### src/rtl/registro_ctrl.sv
`default_nettype none
// ============================================================================
//  Module   : registro_ctrl
//  Purpose  : Command sequencer for the universal shift register (registro).
//             Accepts one command at a time over a valid/ready handshake,
//             issues an optional LOAD cycle followed by N PUSH or CYCLE
//             shift cycles, then pulses DONE for one cycle.
//  Revision : 1.0 - initial release
// ----------------------------------------------------------------------------
//  Ports
//    CLK        in   1      clock, rising edge
//    RESET_L    in   1      synchronous reset, active low
//    CMD_VALID  in   1      command present
//    CMD_READY  out  1      controller can accept a command (IDLE only)
//    CMD_OP     in   2      00 load; 01 load+PUSH; 10 load+CYCLE; 11 CYCLE only
//    CMD_DIR    in   1      shift direction (0 left, 1 right)
//    CMD_FILL   in   1      serial-in bit used during PUSH
//    CMD_COUNT  in   CW     number of enabled shift cycles
//    CMD_DATA   in   WIDTH  parallel load word
//    STALL      in   1      freeze sequencing this cycle
//    ABORT      in   1      cancel the active command
//    REG_D      out  WIDTH  to registro D
//    REG_MODO   out  2      to registro MODO
//    REG_DIR    out  1      to registro DIR
//    REG_S_IN   out  1      to registro S_IN
//    REG_ENB    out  1      to registro ENB
//    BUSY       out  1      high in any state other than IDLE
//    DONE       out  1      one-cycle completion pulse
//    REMAIN     out  CW     shift cycles still to issue
// ============================================================================
module registro_ctrl #(
  parameter int         WIDTH      = 32,
  parameter int         CW         = $clog2(WIDTH) + 1,
  // MODO encodings; must match the values used by the attached registro.
  parameter logic [1:0] MODE_PUSH  = 2'b00,
  parameter logic [1:0] MODE_CYCLE = 2'b01,
  parameter logic [1:0] MODE_LOAD  = 2'b10
) (
  input  logic             CLK,
  input  logic             RESET_L,
  input  logic             CMD_VALID,
  output logic             CMD_READY,
  input  logic [1:0]       CMD_OP,
  input  logic             CMD_DIR,
  input  logic             CMD_FILL,
  input  logic [CW-1:0]    CMD_COUNT,
  input  logic [WIDTH-1:0] CMD_DATA,
  input  logic             STALL,
  input  logic             ABORT,
  output logic [WIDTH-1:0] REG_D,
  output logic [1:0]       REG_MODO,
  output logic             REG_DIR,
  output logic             REG_S_IN,
  output logic             REG_ENB,
  output logic             BUSY,
  output logic             DONE,
  output logic [CW-1:0]    REMAIN
);

  localparam logic [1:0] OP_LOAD_ONLY  = 2'b00;
  localparam logic [1:0] OP_LOAD_PUSH  = 2'b01;
  localparam logic [1:0] OP_LOAD_CYCLE = 2'b10;
  localparam logic [1:0] OP_CYCLE_ONLY = 2'b11;

  typedef enum logic [1:0] {
    ST_IDLE  = 2'd0,
    ST_LOAD  = 2'd1,
    ST_SHIFT = 2'd2,
    ST_DONE  = 2'd3
  } state_t;

  state_t           state;
  logic [WIDTH-1:0] data_lat;
  logic             dir_lat;
  logic             fill_lat;
  logic [1:0]       op_lat;
  logic [CW-1:0]    remain;

  logic             active;
  logic             has_shift_op;

  assign active       = (state == ST_LOAD) || (state == ST_SHIFT);
  assign has_shift_op = (op_lat == OP_LOAD_PUSH) || (op_lat == OP_LOAD_CYCLE);

  // --------------------------------------------------------------------------
  // Sequencer: state, latched command fields and remaining-shift counter.
  // --------------------------------------------------------------------------
  always_ff @(posedge CLK) begin
    if (!RESET_L) begin
      state    <= ST_IDLE;
      data_lat <= '0;
      dir_lat  <= 1'b0;
      fill_lat <= 1'b0;
      op_lat   <= OP_LOAD_ONLY;
      remain   <= '0;
    end else begin
      case (state)
        ST_IDLE: begin
          if (CMD_VALID && CMD_READY) begin
            data_lat <= CMD_DATA;
            dir_lat  <= CMD_DIR;
            // The fill bit only matters for PUSH; storing 0 otherwise keeps
            // S_IN quiet for rotate and load-only commands.
            fill_lat <= CMD_FILL && (CMD_OP == OP_LOAD_PUSH);
            op_lat   <= CMD_OP;
            remain   <= CMD_COUNT;
            if (CMD_OP != OP_CYCLE_ONLY) begin
              state <= ST_LOAD;
            end else if (CMD_COUNT != '0) begin
              state <= ST_SHIFT;
            end else begin
              state <= ST_DONE;
            end
          end
        end

        ST_LOAD: begin
          if (ABORT) begin
            state  <= ST_IDLE;
            remain <= '0;
          end else if (!STALL) begin
            if (has_shift_op && (remain != '0)) begin
              state <= ST_SHIFT;
            end else begin
              // Load-only commands never issue shifts, so nothing remains.
              state  <= ST_DONE;
              remain <= '0;
            end
          end
        end

        ST_SHIFT: begin
          if (ABORT) begin
            state  <= ST_IDLE;
            remain <= '0;
          end else if (!STALL) begin
            // <= 1 rather than == 1 so a zero count can never underflow.
            if (remain <= CW'(1)) begin
              state  <= ST_DONE;
              remain <= '0;
            end else begin
              remain <= remain - CW'(1);
            end
          end
        end

        ST_DONE: begin
          state <= ST_IDLE;
        end

        default: begin
          state <= ST_IDLE;
        end
      endcase
    end
  end

  // --------------------------------------------------------------------------
  // Moore outputs decoded from state and latched fields.
  // --------------------------------------------------------------------------
  always_comb begin
    REG_MODO = MODE_LOAD;
    if (state == ST_SHIFT) begin
      REG_MODO = (op_lat == OP_LOAD_PUSH) ? MODE_PUSH : MODE_CYCLE;
    end
  end

  // ABORT also masks the enable of the cycle in which it is raised so the
  // register stops at exactly the number of shifts already completed.
  assign REG_ENB   = active && !STALL && !ABORT;
  assign REG_D     = data_lat;
  assign REG_DIR   = dir_lat;
  assign REG_S_IN  = fill_lat;
  assign CMD_READY = RESET_L && (state == ST_IDLE);
  assign BUSY      = (state != ST_IDLE);
  assign DONE      = (state == ST_DONE);
  assign REMAIN    = remain;

endmodule
`default_nettype wire
### config.mk
export PLATFORM = sky130hd
export DESIGN_NAME = registro_ctrl
export DESIGN_NICKNAME = d
export VERILOG_FILES = /design/src/rtl/registro_ctrl.sv
export SDC_FILE = /design/constraint.sdc
export NUM_CORES = 1
export LEC_CHECK = 0
export CAP_MARGIN = 25
export CORE_UTILIZATION = 44
export DETAILED_ROUTE_END_ITERATION = 8
export PLACE_DENSITY_LB_ADDON = 0.15
export SETUP_SLACK_MARGIN = 0.02
export SYNTH_ARGS = -nofsm -noshare
export SYNTH_HDL_FRONTEND = slang
export SYNTH_SLANG_ARGS = --single-unit
### constraint.sdc
create_clock -name CLK -period 5.8 [get_ports CLK]
set_input_delay 1.74 -clock CLK [delete_from_list [all_inputs] [get_ports CLK]]
set_output_delay 1.74 -clock CLK [all_outputs]
set_load 0.005 [all_outputs]
==> results, run 1 <==
- Summed over all layers, the global routing overflow is 0.
- The maximum clock insertion buffer count is 2.
- The delay of the slowest critical-path stage is 0.52 ns.
- The average routed wire per standard cell is 12.7 um.
- The CTS clock-pin slew for the worst setup and hold paths is 0.09 ns.
- The vertical die dimension is 69.3 um.
- The antenna diode count is 0.
- The synthesized design contains 0 enable-type register cells.
- The cell that appears most often on the critical path is clkdlybuf4s50_1.
- After technology mapping, the gate count stands at 248.
- For this configuration, the core starts out at a cell density of 0.458.
- The buffer count from post-CTS setup fixing is 0.
- Between clock sinks in the finished design, the worst skew comes to 0.00817 ns.
- The synthesized-area fraction occupied by xor and xnor cells is 0.
- In this run, synthesis produced a sequential element count of 44.
- The number of global-route vias before repair is 1762.
- The upper clock frequency limit is 204 MHz.
- Setup violations remaining at the end of the flow were counted as 0.
- The setup TNS is 0 ns.
- The post-route fraction of the period consumed by the critical path is 0.846.
- The number of nets in the synthesized netlist is 304.
- The quantity of I/O buffers inserted on ports is 92.
- In the final layout, the share of cells above drive strength 1 is 0.0476.
- The number of slew-limit violations in the final report was 0.
- Routability-driven placement finished with a final weighted congestion of 0.908.
- For this run, the total global-route usage over all layers was measured as 0.210.
- Max-cap violations in this run came to 0.
- After synthesis, the share of cell area in mux cells is 0.00502.
- The layout net count is 391.
- At the pin with the least slew margin, the transition time is between 0.5 and 0.6 ns.
- By area, the combinational part of the netlist is dominated by simple AND/OR/NAND/NOR gates.
- The overall via count from detail_route is 1977.
- The kind of critical path is in -> out.
- The run finished with clean final reports.
- STA classifies the critical path startpoint as a primary input.
- Counting the fill cells in the layout gives ~380.
- The shortest clock period the worst path allows after layout is around 5 ns.
- The die covers 4810 um^2.
- The antenna violation net count after detailed routing is 0.
- The cell with the largest stage delay on the worst path is clkdlybuf4s50_1.
- The adder-cell area share of the yosys netlist is 0.0565.
- The first global-routing pass estimated 8140 um of wire.
- The later pin in the worst-skew pair is clocked with a latency of approximately 0.29 ns.
- The min-delay analysis places its worst path in the category reg -> reg.
- The commonest register cell after synthesis is dfxtp_1.
- The count of hold-fix buffers inserted at cts is 0.
- The commonest non-fill, non-tap cell in the layout is clkdlybuf4s50_1.
- Setup repair after global routing left no endpoint under its margin.
- Walking the worst path, the cells encountered are clkdlybuf4s50_1 -> clkinv_1 -> nor2_1 -> clkdlybuf4s50_1.
- The number of gates resized after CTS is 0.
- The placeable core area is 4350 um^2.
- The net switching power is 0.415 mW.
- The cell area after synthesis is 1990 um^2.
- The count of TritonRoute iterations in the first routing pass is 4.
- Of the total power, registers draw 0.357.
- The total internal power is about 0.77 mW.
- The clock power share is 0.166.
- The proportion of register bits with asynchronous set or reset after synthesis is 0.
- For this run, the register share of the synthesized area comes to 0.442.
- The number of antenna violations at the first check in global routing is 0.
- The HPWL after detailed placement is 3510 um.
- A synthesized cell averages roughly 8 um^2.
- Overall power consumption after layout is estimated at 1.18 mW.
- The critical path's top delay family is buffers and inverters.
- STA puts the critical path data required time at 4.06 ns.
- In the layout the commonest cells are clkdlybuf4s50_1, nand2_1, dfxtp_1.
- The compound-cell area share of the yosys netlist came to 0.221.
- The worst-case vdd ir drop is 0.245 mV.
- The area growth from synthesis to layout is 52.8%.
- The floorplan step set the die width to 69.3 um.
- The count of H-tree levels built during CTS is 2.
- The count of unique library cells instantiated by Yosys is 45.
- The worst-case headroom to the max-slew limit is 0.607.
- Counting both buffers and inverters, the worst setup path holds a total of 3.
- In the routed design, unresolved DRC markers number 0.
- The number of DRC violations after detailed-routing iteration 0 is 83.
- The power density normalized to cell area is 389 nW/um^2.
- The number of sinks handled by clock tree synthesis is 44.
- The share of total power dissipated in combinational logic is 0.476.
- STA puts the critical path data arrival time at about 3.2 ns.
- The maximum number of pins on one net before global-route repair is between 70 and 80.
- The count of synthesis-stage warnings from yosys is 0.
- The endpoint type of the worst setup path is a primary output.
- The analysis attributes to cell leakage a power of 1.14 nW.
- The number of buffers inserted during clock tree synthesis is 5.
- The switching power share of the total is 0.350.
- The tree is rooted in a clkbuf_8.
- The maximum net fanout on the critical path is 9.
- TritonCTS built the clock tree.
- The count of standard-cell rows is 24.
- The total length of routed wires is 4910 um.
- The number of endpoints with negative hold slack in the final report is 0.
- The post-synthesis share of cell area spent on and, or, nand and nor gates is 0.223.
- 93 I/O pins were placed.
- Using the TritonRoute via totals, the vias-per-cell ratio works out to roughly 5.1.
## sequential cells by signal, indices dropped and copies added, names as in the netlist
signal / count
op_lat: 2
REG_DIR: 1
REG_S_IN: 1
REG_D: 32
state: 2
REMAIN: 6
## per-layer routing
layer  track usage  wire (um)
met5             0          0
met4        0.0703         29
met3        0.0581        309
met2         0.324       2270
met1         0.284       2310
## final timing paths
kind | from | to | slack [ns] | cells after the start
setup reg to reg | state[0] | REMAIN[0] | 3.59 | 6
hold reg to reg | REG_D[6] | REG_D[6] | 0.46 | 2
hold / removal | REG_D[6] | REG_D[6] | 0.46 | 2
setup / recovery | RESET_L | CMD_READY | 0.89 | 4
## cells in the mapped netlist, drive strengths merged, types with 2 or more instances
master,count,share of area
clkbuf,13,0.024
and2,4,0.013
nor4,2,0.0063
o32ai,2,0.0088
dfxtp,44,0.44
or3,2,0.0063
a32o,3,0.015
nor2,7,0.013
nand2,71,0.13
nor2b,2,0.0063
ha,9,0.056
a211oi,2,0.0075
inv,12,0.023
a31oi,2,0.0063
o21ai,36,0.092
nand2b,2,0.0063
o211ai,5,0.026
a21oi,4,0.010
nor3,3,0.0075
## cell families (layout without fill, tap and decap cells)
group           Yosys count  after routing
compound gates           66             66
fa+ha+maj                 9              9
buf+inv                  27            115
flops                    44             44
mux                       1              1
simple gates            101            101
## power groups by stage
| stage | Clock (mW) | Sequential [mW] | Combinational (mW) |
|---|---|---|---|
| final | 0.197 | 0.423 | 0.564 |
| after global routing | 0.218 | 0.434 | 0.621 |
| after CTS | 0.203 | 0.422 | 0.557 |
| after detailed placement | 0 | 0.430 | 0.553 |
| after global placement | 0 | 0.426 | 0.551 |
| after floorplan | 0 | 0.428 | 0.314 |
## metrics by stage
step | std cells | worst slack [ns] | cell area (um^2) | utilization | hold WS, ns
global placement | 379 | 0.925 | 2930 | 0.674 | 0.443
global route | 388 | 0.806 | 3050 | 0.700 | 0.482
finish | 388 | 0.892 | 3050 | 0.700 | 0.458
detailed placement | 379 | 0.898 | 2930 | 0.674 | 0.451
floorplan | 248 | 1.79 | 1990 | - | 0.451
CTS | 387 | 0.885 | 3030 | 0.695 | 0.463
## area by class of cell
type                    instances  area (um^2)  share of cell area
repair buffers                 94          948               0.311
multi-input cells             177         1010               0.331
flip-flops and latches         44          881               0.289
clock inverters                 1         7.51             0.00246
inverters                      13         48.8              0.0160
clock buffers                   7         86.3              0.0283
well taps                      52         65.1              0.0214
## worst reg2reg max path, cell delays in order, from the launching register on
cell,delay [ns]
dfxtp_1,0.38
inv_1,0.10
ha_1,0.28
o21ba_2,0.26
a221oi_2,0.55
and2_1,0.36
o221a_1,0.22
No activity file was read; power rests on OpenSTA's default activity.
==> run 2, diff against run 1 <==
--- a/config.mk
+++ b/config.mk
@@ -6,7 +6,7 @@
 export NUM_CORES = 1
 export LEC_CHECK = 0
 export CAP_MARGIN = 25
-export CORE_UTILIZATION = 44
+export CORE_UTILIZATION = 37
 export DETAILED_ROUTE_END_ITERATION = 8
 export PLACE_DENSITY_LB_ADDON = 0.15
 export SETUP_SLACK_MARGIN = 0.02
==> constraint.sdc (replaced) <==
create_clock -name CLK -period 4 [get_ports CLK]
set_input_delay 1.2 -clock CLK [delete_from_list [all_inputs] [get_ports CLK]]
set_output_delay 1.2 -clock CLK [all_outputs]
set_load 0.005 [all_outputs]
==> run 2 against run 1 <==
Hold slack worse by 0.0016 ns. Register-to-register slack worse by 1.7 ns. Cell count up 4.9%. Clock-buffer cell count down 2. Core utilization down 9.7 points. Final area up 1.7%. First-iteration DRC count down 34%. Die area up 18%. Global-route usage down 4.4 points. Non-clock buffer count up 1. Critical path type unchanged.
==> results, run 2 (synthesized netlist as in run 1, its figures left out) <==
- The flow ran to the end, and the final reports show no timing, DRC or antenna violations.
- The share of layout cells above drive strength 1 is 0.0534 (+0.00579).
- The remaining global-route overflow is 0 (unchanged).
- The cell occurring most often along the worst timing path is clkdlybuf4s50_1.
- The total DRC errors in the routed layout is 0 (unchanged).
- The number of sinks handled by clock tree synthesis was 44 (unchanged).
- The origin of the critical flop-to-flop path is state[0].
- The tree is rooted in a clkbuf_8.
- The HPWL after detailed placement is 3640 um (+3.7%).
- From synthesis to final layout, the design area changed by 55.3%.
- The power density normalized to cell area is 573 nW/um^2 (+47%).
- The first-pass GRT wire length was 7210 um (-11%).
- The count of final setup violators is 0 (unchanged).
- The worst-case headroom to the max-slew limit is 0.663 (+0.0565).
- The upper clock frequency limit is 277 MHz.
- The total length of routed wires was 4950 um (+0.86%).
- Walking the worst path, the cells encountered are clkdlybuf4s50_1 -> nor3_1 -> clkdlybuf4s50_1.
- The vertical die dimension is 75.4 um (+8.8%).
- The maximum clock insertion buffer count was 2 (unchanged).
- The setup TNS is 0 ns (unchanged).
- The count of H-tree levels built during CTS is 2 (unchanged).
- The depth of the most critical reg-to-reg path was 6 (unchanged).
- The depth of the worst hold-timing path is 2 (unchanged).
- The cell count after placement is 399 (+5.3%).
- The post-route fraction of the period consumed by the critical path is 0.901.
- The net switching power is 0.611 mW (+47%).
- The relative contribution of combinational cells to total power is 0.460 (-0.016).
- The number of vias per cell after detailed routing is 4.81 (-5.6%).
- The number of endpoints with negative hold slack in the final report is 0 (unchanged).
- The cell with the largest stage delay on the worst path is clkdlybuf4s50_1.
- The area of combinational cells with multiple inputs is 1010 um^2 (unchanged).
- The switching power share of the total is 0.344 (-0.00621).
- The area occupied by registers was 881 um^2 (unchanged).
- The endpoint type of the worst setup path is a primary output.
- The antenna diode count came to 0 (unchanged).
- The count of hold-fix buffers inserted at cts is 0 (unchanged).
- The layout net count was 392 (+0.26%).
- The antenna violation net count after detailed routing came to 0 (unchanged).
- The worst setup skew after layout is 0.00395 ns (-0.00423 ns).
- The maximum number of pins on one net before global-route repair was 51 (-29%).
- The number of antenna violations at the first check in global routing came to 0 (unchanged).
- The I/O pin total is 93 (unchanged).
- The number of DRC violations after detailed-routing iteration 0 is 55 (-34%).
- The weighted congestion at the end of routability-driven global placement is 0.862 (-5.1%).
- The total routing usage reported by global routing is 0.166 (-0.0442).
- The TritonCTS clock tree is yes.
- The worst-case vdd ir drop came to 0.381 mV (+56%).
- The share of power burned in registers was 0.347 (-0.010).
- The transition at the pin with the smallest max-transition slack was 0.505 ns (-0.0848 ns).
- The delay of the slowest critical-path stage is 0.52 ns (about the same).
- The total of fill cells in the finished design is 481 (+27%).
- Leaving out fill and tap cells, the most frequent cell in the layout is clkdlybuf4s50_1.
- The slack of the worst reg-to-reg path is 1.94 ns (-1.65 ns).
- The quantity of I/O buffers inserted on ports is 92 (unchanged).
- The area of the die is 5690 um^2 (+18%).
- The worst hold endpoint is REG_D[16].
- The flip-flop count of the largest register, all copies and words added is 32 (unchanged).
- The clock power share came to 0.193 (+0.027).
- The initial standard-cell utilization of the core is 0.388 (-0.0700).
- The number of global-route vias before repair came to 1631 (-7.4%).
- The worst setup path is launched from a primary input.
- The top cell types in the final layout, fill and taps aside, are clkdlybuf4s50_1, nand2_1, dfxtp_1.
- The max capacitance violation total was 0 (unchanged).
- The average routed wire per standard cell is 12.2 um (-3.9%).
- The number of gates resized after CTS is 0 (unchanged).
- The combined buffer and inverter count along the critical path is 2 (-1).
- The CTS clock-pin slew for the worst setup and hold paths is 0.08 ns (about the same).
- The static leakage came to 1.16 nW (+1.3%).
- The required time reported for the critical path endpoint is 2.80 ns (-1.26 ns).
- The kind of critical path is in -> out.
- The floorplan die width is 75.4 um (+8.8%).
- Setup repair after global routing left no endpoint under its margin.
- The count of standard-cell rows is 26 (+8.3%).
- The path class of the tightest hold or removal check is reg -> reg.
- The arrival time at the worst endpoint is 2.40 ns (-0.77 ns).
- Counting I/O delays and the setup requirement, the final critical path takes around 3.6 ns.
- The overall via count from detail_route is 1957 (-1.0%).
- The maximum net fanout on the critical path came to 6 (-3).
- The number of buffers inserted during clock tree synthesis is 5 (unchanged).
- The count of TritonRoute iterations in the first routing pass was 4 (unchanged).
- In this run the critical register-to-register path is captured at REMAIN[0].
- The latest clock arrival within the worst-skew pair came to 0.29 ns (about the same).
- The launch point of the worst path is ABORT.
- The buffer count from post-CTS setup fixing is 0 (unchanged).
- The number of slew-limit violations in the final report was 0 (unchanged).
- In this run the most critical hold path is launched from REG_D[16].
- The total internal power is 1.16 mW (+51%).
- Among cell families on the critical path, the largest total delay comes from buffers and inverters.
- The number of non-filler instances in the completed layout is 407 (+4.9%).
- The placeable core area was 5140 um^2 (+18%).
[run 2: power by group through the flow]
| stage | registers (mW) | logic [mW] | clock network (mW) |
|---|---|---|---|
| 2_1_floorplan | 0.621 | 0.456 | 0 |
| 3_3_place_gp | 0.622 | 0.810 | 0 |
| 3_5_place_dp | 0.623 | 0.815 | 0 |
| 4_1_cts | 0.615 | 0.820 | 0.356 |
| 5_1_grt | 0.630 | 0.902 | 0.372 |
| 6_report | 0.616 | 0.816 | 0.343 |
[run 2: metal layers]
metal | up-vias | part of all wire | wire length [um] | global-route usage
li1 | 1018 | - | - | -
met1 | 873 | 0.48 | 2380 | 0.218
met2 | 64 | 0.44 | 2200 | 0.262
met3 | 2 | 0.070 | 347 | 0.0476
met4 | 0 | 0.0044 | 22 | 0.0556
met5 | - | 0 | 0 | 0
[run 2: worst max path at each step]
stage / to / depth (start not counted)
finish: REG_ENB / 3
global route: CMD_READY / 4
CTS: CMD_READY / 4
detailed placement: REG_ENB / 3
global placement: CMD_READY / 4
floorplan: CMD_READY / 3
[run 2: stage by stage]
step           worst slack [ns]  utilization  hold WS [ns]  power (mW)  area, um^2
2_1_floorplan              1.07            -         0.451        1.08        1990
6_report                  0.395        0.603         0.457        1.77        3100
5_1_grt                   0.322        0.603         0.478        1.90        3100
3_5_place_dp              0.403        0.580         0.450        1.44        2980
4_1_cts                   0.395        0.603         0.462        1.79        3100
3_3_place_gp              0.408        0.580         0.444        1.43        2980
[run 2: area by class of cell]
cell class / count / share of cell area
inverters: 13 / 0.0158
flip-flops and latches: 44 / 0.284
well taps: 70 / 0.0283
repair buffers: 95 / 0.309
multi-input cells: 177 / 0.326
clock inverters: 3 / 0.0149
clock buffers: 5 / 0.0222
[run 2: tightest hold or removal path: stages, from the launching register on]
cell	delay (ns)
dfxtp_1	0.31
nand2_1	0.05
o21ai_0	0.06
